[src/rtl/stack_ctrl_pkg.sv]
// -----------------------------------------------------------------------------
// stack_ctrl_pkg
// Shared types and constants for the stack reverser controller and its users.
//   SYM_W       : width of one symbol on the streams and on the stack
//   SETTLE_CYC  : cycles the controller waits after a push/pop so that the
//                 stack's registered top/empty outputs have caught up
//   rev_state_t : controller FSM states
//   sym_t       : one symbol
// -----------------------------------------------------------------------------
package stack_ctrl_pkg;

  localparam int SYM_W      = 2;
  localparam int SETTLE_CYC = 2;
  localparam int CNT_W      = 8;

  typedef enum logic [1:0] {
    FILL   = 2'd0,
    F_WAIT = 2'd1,
    DRAIN  = 2'd2,
    D_WAIT = 2'd3
  } rev_state_t;

  typedef logic [SYM_W-1:0] sym_t;

endpackage

[src/rtl/stack_reverser_ctrl.sv]
// -----------------------------------------------------------------------------
// stack_reverser_ctrl
// Accepts a burst of symbols on a valid/ready input stream, pushes each one onto
// an external 256 x 2-bit stack, then pops them and emits them in reverse order
// on a valid/ready output stream.
//
// Ports
//   clk, rst              : clock (rising edge), async active-high reset shared
//                           with the stack
//   in_valid/in_data/
//   in_last/in_ready      : producer stream; in_last closes the burst
//   out_valid/out_data/
//   out_last/out_ready    : consumer stream; out_last marks the final symbol
//   stk_push/stk_pop/
//   stk_din               : registered requests to the stack
//   stk_top/stk_empty     : stack outputs, valid two edges after a request
//   busy                  : low only when idle (FILL with nothing pushed)
//   overflow              : sticky, a burst was cut at MAX_DEPTH
//   err                   : sticky, stk_empty disagreed with the local count
// -----------------------------------------------------------------------------
module stack_reverser_ctrl
  import stack_ctrl_pkg::*;
#(
  parameter int unsigned MAX_DEPTH = 255
) (
  input  logic clk,
  input  logic rst,
  input  logic in_valid,
  input  sym_t in_data,
  input  logic in_last,
  output logic in_ready,
  output logic out_valid,
  output sym_t out_data,
  output logic out_last,
  input  logic out_ready,
  output logic stk_push,
  output logic stk_pop,
  output sym_t stk_din,
  input  sym_t stk_top,
  input  logic stk_empty,
  output logic busy,
  output logic overflow,
  output logic err
);

  localparam logic [CNT_W-1:0] MAX_CNT     = CNT_W'(MAX_DEPTH);
  localparam logic             SETTLE_LAST = 1'(SETTLE_CYC - 1);

  rev_state_t       state_q, state_d;
  logic [CNT_W-1:0] count_q, count_d;
  logic             settle_q, settle_d;
  logic             end_q, end_d;       // current burst is closed; F_WAIT goes to DRAIN
  logic             push_q, push_d;
  logic             pop_q, pop_d;
  sym_t             din_q, din_d;
  logic             overflow_q, overflow_d;
  logic             err_q, err_d;

  logic accept;
  logic settle_done;
  logic full_next;
  logic empty_mismatch;

  assign accept      = in_valid && (state_q == FILL);
  assign settle_done = (settle_q == SETTLE_LAST);
  assign full_next   = ((count_q + CNT_W'(1)) == MAX_CNT);

  // The count is authoritative; the stack's empty flag is only cross-checked
  // in states where its registered value has settled.
  assign empty_mismatch = ((state_q == FILL) && (count_q == '0) && !stk_empty) ||
                          ((state_q == DRAIN) && stk_empty);

  // NOTE: every signal gets a default at the top of always_comb so that no path
  // leaves it unassigned, which would otherwise infer a latch.
  always_comb begin
    state_d    = state_q;
    count_d    = count_q;
    settle_d   = settle_q;
    end_d      = end_q;
    push_d     = 1'b0;
    pop_d      = 1'b0;
    din_d      = din_q;
    overflow_d = overflow_q;
    err_d      = err_q | empty_mismatch;

    unique case (state_q)
      FILL: begin
        if (accept) begin
          push_d   = 1'b1;
          din_d    = in_data;
          count_d  = count_q + CNT_W'(1);
          settle_d = 1'b0;
          state_d  = F_WAIT;
          end_d    = in_last || full_next;
          if (full_next && !in_last) overflow_d = 1'b1;
        end
      end
      F_WAIT: begin
        if (settle_done) begin
          state_d = end_q ? DRAIN : FILL;
          end_d   = 1'b0;
        end else begin
          settle_d = settle_q + 1'b1;
        end
      end
      DRAIN: begin
        if (out_ready) begin
          pop_d    = 1'b1;
          count_d  = count_q - CNT_W'(1);
          settle_d = 1'b0;
          state_d  = D_WAIT;
        end
      end
      D_WAIT: begin
        if (settle_done) begin
          state_d = (count_q != '0) ? DRAIN : FILL;
        end else begin
          settle_d = settle_q + 1'b1;
        end
      end
      default: state_d = FILL;
    endcase
  end

  // NOTE: sequential state uses non-blocking assignments so every flop samples
  // the pre-edge values, independent of statement order.
  always_ff @(posedge clk or posedge rst) begin
    if (rst) begin
      state_q    <= FILL;
      count_q    <= '0;
      settle_q   <= 1'b0;
      end_q      <= 1'b0;
      push_q     <= 1'b0;
      pop_q      <= 1'b0;
      din_q      <= '0;
      overflow_q <= 1'b0;
      err_q      <= 1'b0;
    end else begin
      state_q    <= state_d;
      count_q    <= count_d;
      settle_q   <= settle_d;
      end_q      <= end_d;
      push_q     <= push_d;
      pop_q      <= pop_d;
      din_q      <= din_d;
      overflow_q <= overflow_d;
      err_q      <= err_d;
    end
  end

  assign in_ready  = (state_q == FILL);
  assign out_valid = (state_q == DRAIN);
  assign out_data  = out_valid ? stk_top : '0;
  assign out_last  = out_valid && (count_q == CNT_W'(1));
  assign busy      = !((state_q == FILL) && (count_q == '0));
  assign stk_push  = push_q;
  assign stk_pop   = pop_q;
  assign stk_din   = din_q;
  assign overflow  = overflow_q;
  assign err       = err_q;

endmodule

[config.mk]
export PLATFORM = sky130hd
export DESIGN_NAME = stack_reverser_ctrl
export DESIGN_NICKNAME = d
export VERILOG_FILES = /design/src/rtl/stack_ctrl_pkg.sv /design/src/rtl/stack_reverser_ctrl.sv
export SDC_FILE = /design/constraint.sdc
export NUM_CORES = 1
export LEC_CHECK = 0
export CORE_ASPECT_RATIO = 1.1
export CORE_MARGIN = 1
export CORE_UTILIZATION = 48
export CTS_CLUSTER_DIAMETER = 80
export DETAILED_ROUTE_END_ITERATION = 10
export GPL_TIMING_DRIVEN = 0
export PLACE_DENSITY = 0.75
export SKIP_LAST_GASP = 1
export SLEW_MARGIN = 20
export SYNTH_ARGS = -nofsm -noshare
export SYNTH_HDL_FRONTEND = slang
export SYNTH_SLANG_ARGS = --single-unit
[constraint.sdc]
create_clock -name clk -period 2.05 [get_ports clk]
set_input_delay 0.3075 -clock clk [delete_from_list [all_inputs] [get_ports clk]]
set_output_delay 0.3075 -clock clk [all_outputs]
set_load 0.005 [all_outputs]
==> flow_summary.ini, run 1 <==
[status]
status = finished clean

[finish]
drive_gt1_frac = 0.209
areaGrowthSynthToFinish_pct = 33.9
instances_no_fill = 176
fin_util = 0.711
fin_area_mm2 = 0.00148
nets = 163
n_antenna_cell = 0
fillCellCount = 198

[global_route]
grt.met3_usage = 0.0310
grt_remaining_overflow = 0
grt.total_usage = 0.248
grt_pass1_wl_mm = 4.31
use_met1 = 0.321
grt_pass1_vias = 959
grt_busiest_layer = met2
grt_max_degree = 19
antenna_found_initial = 0
grtUsageMet2 = 0.405

[timing]
slew_headroom = 0.508
hold_viol = 0
worstMarginPinSlew_ps = 732
max_freq_mhz = 506
finalSetupViolations = 0
slew_violations = 0
min_period_ps = 1980
finalCritPeriodShare = 0.964
hold_ws_ps = 390
skew_ps = 8.57
rsz0062_at_grt = false

[drt]
detail-route-antenna-nets = 0
first_iter_violations = 34
totalWireLength_mm = 2.63
vias = 978
drc = 0
wl_per_cell_um = 15.0
vias_per_cell = 5.56
drtPass1Iterations = 4

[clocking]
root_buffer = clkbuf_4
cts_buffer_depth = 2
hold_buffers = 0
htree_levels = 1
clkTransAtPathRegs_ps = 110
cts_tree = yes
clock-sinks = 18
cts_made_buffers = 3
clock_latency_ps = 300

[floorplanning]
dieArea_mm2 = 0.00250
rows = 17
core_region_area_mm2 = 0.00208
die_height_um = 52.4
start_util = 0.531
io_pins = 22
die_w_um = 47.8

[power]
p_clk_frac = 0.103
leakage_uw = 0.000642
power.share.combinational = 0.605
p_seq_frac = 0.292
internal_power_uw = 1270
switching_share = 0.420
vdd_drop_max_v = 0.000958
p_switching_uw = 917
p_per_area_mw_per_mm2 = 1470

[yosys]
ys.warnings.count = 0
seq_area_frac_synth = 0.407
synth.avg_cell_area_um2 = 9.38
syn_inst = 118
yosys.area.top_type = dfrtp_1
synthArstFlopShare = 1.00
synth_common_cells = dfrtp_1, nand2_1, inv_1, o21ai_0
synthTopCellsByArea = dfrtp_1, ha_1, o21ai_0
synth_cell_types = 41
synth_area_mm2 = 0.00111
syn-num-nets = 132
yosysMostFrequentCell = dfrtp_1
synth_edf_count = 0
synth-seq-cells = 18
synth_top_area_frac = 0.407
yosys_most_used_dff = dfrtp_1

[critical_path]
crit_path_max_incr_delay_ps = 490
worst-path-max-fanout = 7
ff2ff_setup_slack_ps = 280
rr_startpoint = count_q[0]
reg2regPathDepth = 6
slowest_stage = clkdlybuf4s50_1
cp-start-kind = flop
path_cells = nand2b_4, inv_2, buf_6, and2_1, clkdlybuf4s50_1
critPathCaptureType = output pin
required_ps = 1740
path_class = flop to output pin
arrival_ps = 1670
timing.rr.end = count_q[6]

[placed_design]
placement.io_buffers = 21
place_congestion = 0.814
placed_cell_area_mm2 = 0.00135
place_inst = 167
hpwl_mm = 1.85

[hold_path]
hp-class = input pin to async pin

[run]
drv_cap = 0
-- state kept, by name (all words and copies together), names as in the netlist --
signal,flops
state_q,2
overflow,1
settle_done,1
count_q,8
stk_din,2
stk_push,1
stk_pop,1
err,1
end_q,1
-- how the worst max path moves through the flow --
stage / from / endpoint
6_report: state_q[0] / out_data[1]
5_1_grt: count_q[3] / out_last
4_1_cts: count_q[1] / busy
3_5_place_dp: count_q[2] / out_last
3_3_place_gp: count_q[2] / out_last
2_1_floorplan: count_q[1] / count_q[6]
-- power groups by stage --
| stage | logic, µW | clock network [µW] | registers [µW] |
|---|---|---|---|
| after floorplan | 759 | 0 | 616 |
| after global placement | 1050 | 0 | 633 |
| after detailed placement | 1090 | 0 | 644 |
| after CTS | 1260 | 226 | 635 |
| after global routing | 1440 | 246 | 659 |
| final | 1320 | 224 | 638 |
-- metal layers --
metal / part of all wire / wire length [µm]
met1: 0.43 / 1140
met2: 0.51 / 1340
met3: 0.042 / 111
met4: 0.016 / 43
met5: 0 / 0
-- cell families (layout without fill, tap and decap cells) --
family,Yosys count,count (layout),share of synthesized area
AOI/OAI and AO/OA,24,24,0.147
DFF,18,18,0.407
muxes,4,4,0.0384
and+or+nand+nor,44,44,0.233
buffers and inverters,16,46,0.0667
xor gates and xnor gates,8,8,0.0633
adders and majority gates,4,4,0.0452
-- through the flow --
stage	power [µW]	TNS, ps	worst slack [ps]
after floorplan	1380	0	404
after global placement	1690	-208	-107
after detailed placement	1740	-286	-145
after CTS	2120	0	19.9
after global routing	2350	0	0.663
final	2190	0	74.8
-- timing repair --
| action | CTS | global route |
|---|---|---|
| resized for setup | 15 | 4 |
| pin swaps | 2 | 0 |
| setup buffers | 5 | 2 |
| setup endpoints to repair | 5 | 3 |
-- critical path, delay by kind of cell (launching register included) --
family	cells	cell delay, ps
buf+inv	3	680
flops	1	410
simple gates	2	280
-- layout by cell type (no fill, tap or decap), types with 2 or more instances in the layout --
cell type / n
a21o_1: 2
nand3_1: 3
o21ai_0: 7
and2_1: 2
buf_6: 3
nor3_1: 2
dlymetal6s2s_1: 2
nor4_1: 2
xnor2_1: 4
xor2_1: 4
clkdlybuf4s50_1: 18
mux2_2: 2
inv_1: 6
buf_4: 8
nand2b_1: 3
nand3b_1: 2
ha_1: 4
nand2_1: 9
clkbuf_2: 2
a21oi_1: 6
dfrtp_2: 4
clkbuf_4: 3
nor2b_1: 2
nor2_1: 5
dfrtp_1: 14
mux2i_1: 2
nand4_1: 3
-- layout make-up --
type	instances	area, µm²	area share
Tap cell	28	35.0	0.0236
Timing Repair Buffer	28	267	0.180
Multi-Input combinational cell	84	608	0.410
Inverter	7	26.3	0.0177
Clock buffer	4	36.3	0.0245
Buffer	7	55.1	0.0371
Sequential cell	18	455	0.307
Note: power is estimated with default switching activity, not from simulation.
==> run 2, diff against run 1 <==
CAP_MARGIN = 20   (was unset)
CORE_ASPECT_RATIO = unset   (was 1.1)
CTS_CLUSTER_SIZE = 16   (was unset)
==> flow_summary.ini, run 2 (same netlist as run 1, synthesis figures left out) <==
[status]
status = finished clean

[finish]
fillCellCount = 181
final_common_cell = clkdlybuf4s50_1
final_cell_mix = clkdlybuf4s50_1, dfrtp_1, nand2_1, buf_4, o21ai_0
drive_gt1_frac = 0.203
instances_no_fill = 176
regMostFlops = count_q
fin_area_mm2 = 0.00147
largest_reg_flops = 8
regArea_um2 = 455
n_antenna_cell = 0
nets = 163
fin_util = 0.673
multi_input_area_um2 = 606
areaGrowthSynthToFinish_pct = 33.1

[clocking]
hold_buffers = 0
clkTransAtPathRegs_ps = 110
cts_made_buffers = 3
root_buffer = clkbuf_4
cts_buffer_depth = 2
clock-sinks = 18
htree_levels = 1
cts_tree = yes
clock_latency_ps = 300

[critical_path]
worst-path-max-fanout = 8
arrival_ps = 1650
path_class = flop to output pin
required_ps = 1740
critPathCaptureType = output pin
cp-start-kind = flop

[timing]
slew_headroom = 0.512
hold_viol = 0
max_freq_mhz = 512
finalSetupViolations = 0
finalSetupTns_ps = 0
finalCritPeriodShare = 0.953
skew_ps = 9.25
worstMarginPinSlew_ps = 726
setup_slack_ps = 95.9
slew_violations = 0
rsz0062_at_grt = false
min_period_ps = 1950

[global_route]
grt_remaining_overflow = 0
grt_pass1_wl_mm = 4.15
grt_pass1_vias = 934
grt_max_degree = 19
grt.total_usage = 0.225
antenna_found_initial = 0

[placed_design]
hpwl_mm = 1.73
dp_slack_ps = -135
place_inst = 167
placement.io_buffers = 21
placed_cell_area_mm2 = 0.00135
place_congestion = 0.822

[drt]
vias_per_cell = 5.47
detail-route-antenna-nets = 0
drc = 0
wl_per_cell_um = 14.1
totalWireLength_mm = 2.48
vias = 962
drtPass1Iterations = 4
first_iter_violations = 27

[floorplanning]
io_pins = 22
dieArea_mm2 = 0.00250
rows = 17
die_w_um = 50.0
die_height_um = 50.0
core_region_area_mm2 = 0.00219
start_util = 0.505

[power]
leakage_uw = 0.000627
vdd_drop_max_v = 0.000840
p_per_area_mw_per_mm2 = 1470

[hold_path]
hp-class = input pin to async pin

[run]
drv_cap = 0
## run 2: layout make-up
type / count / area share
Buffer: 7 / 0.0374
Clock buffer: 4 / 0.0246
Inverter: 7 / 0.0178
Multi-Input combinational cell: 84 / 0.411
Sequential cell: 18 / 0.309
Tap cell: 28 / 0.0238
Timing Repair Buffer: 28 / 0.177
## run 2: final timing paths
check	cells past startpoint	endpoint	slack, ps	startpoint
setup reg to reg	6	count_q[6]	310	count_q[0]
max in group asynchronous	2	count_q[1]	1180	rst
setup / recovery	7	out_last	100	state_q[1]
hold / removal	2	count_q[3]	400	rst
min in group clk	1	overflow	490	overflow
hold reg to reg	1	overflow	490	overflow
## run 2: metal layers
layer | GRT usage | up-vias | part of all wire
li1 | - | 473 | -
met1 | 0.292 | 447 | 0.46
met2 | 0.347 | 36 | 0.46
met3 | 0.0401 | 6 | 0.062
met4 | 0.133 | 0 | 0.021
met5 | 0 | - | 0
## run 2: worst max-delay path: stages, from the launching register on
cell,delay [ps]
dfrtp_1,390
buf_6,140
nand2b_4,70
inv_2,50
buf_6,120
buf_4,140
and4_1,200
dlygate4sd2_1,260
## run 2: where the power goes
part	internal, µW	switching (µW)	leakage [µW]
combinational	648	657	0.000396
clock	108	116	0.0000210
sequential	510	124	0.000209
total	1270	896	0.000627
## run 2: what timing repair did
| action | 4_1_cts | 5_1_grt |
|---|---|---|
| setup endpoints to repair | 5 | 1 |
| pin swaps | 3 | 0 |
| buffers inserted | 5 | 2 |
| gates resized for setup | 16 | 1 |
## run 2: metrics by stage
stage	hold WS, ps	power, µW
2_1_floorplan	246	1380
6_report	403	2160
4_1_cts	439	2100
3_3_place_gp	454	1680
5_1_grt	488	2330
3_5_place_dp	467	1730
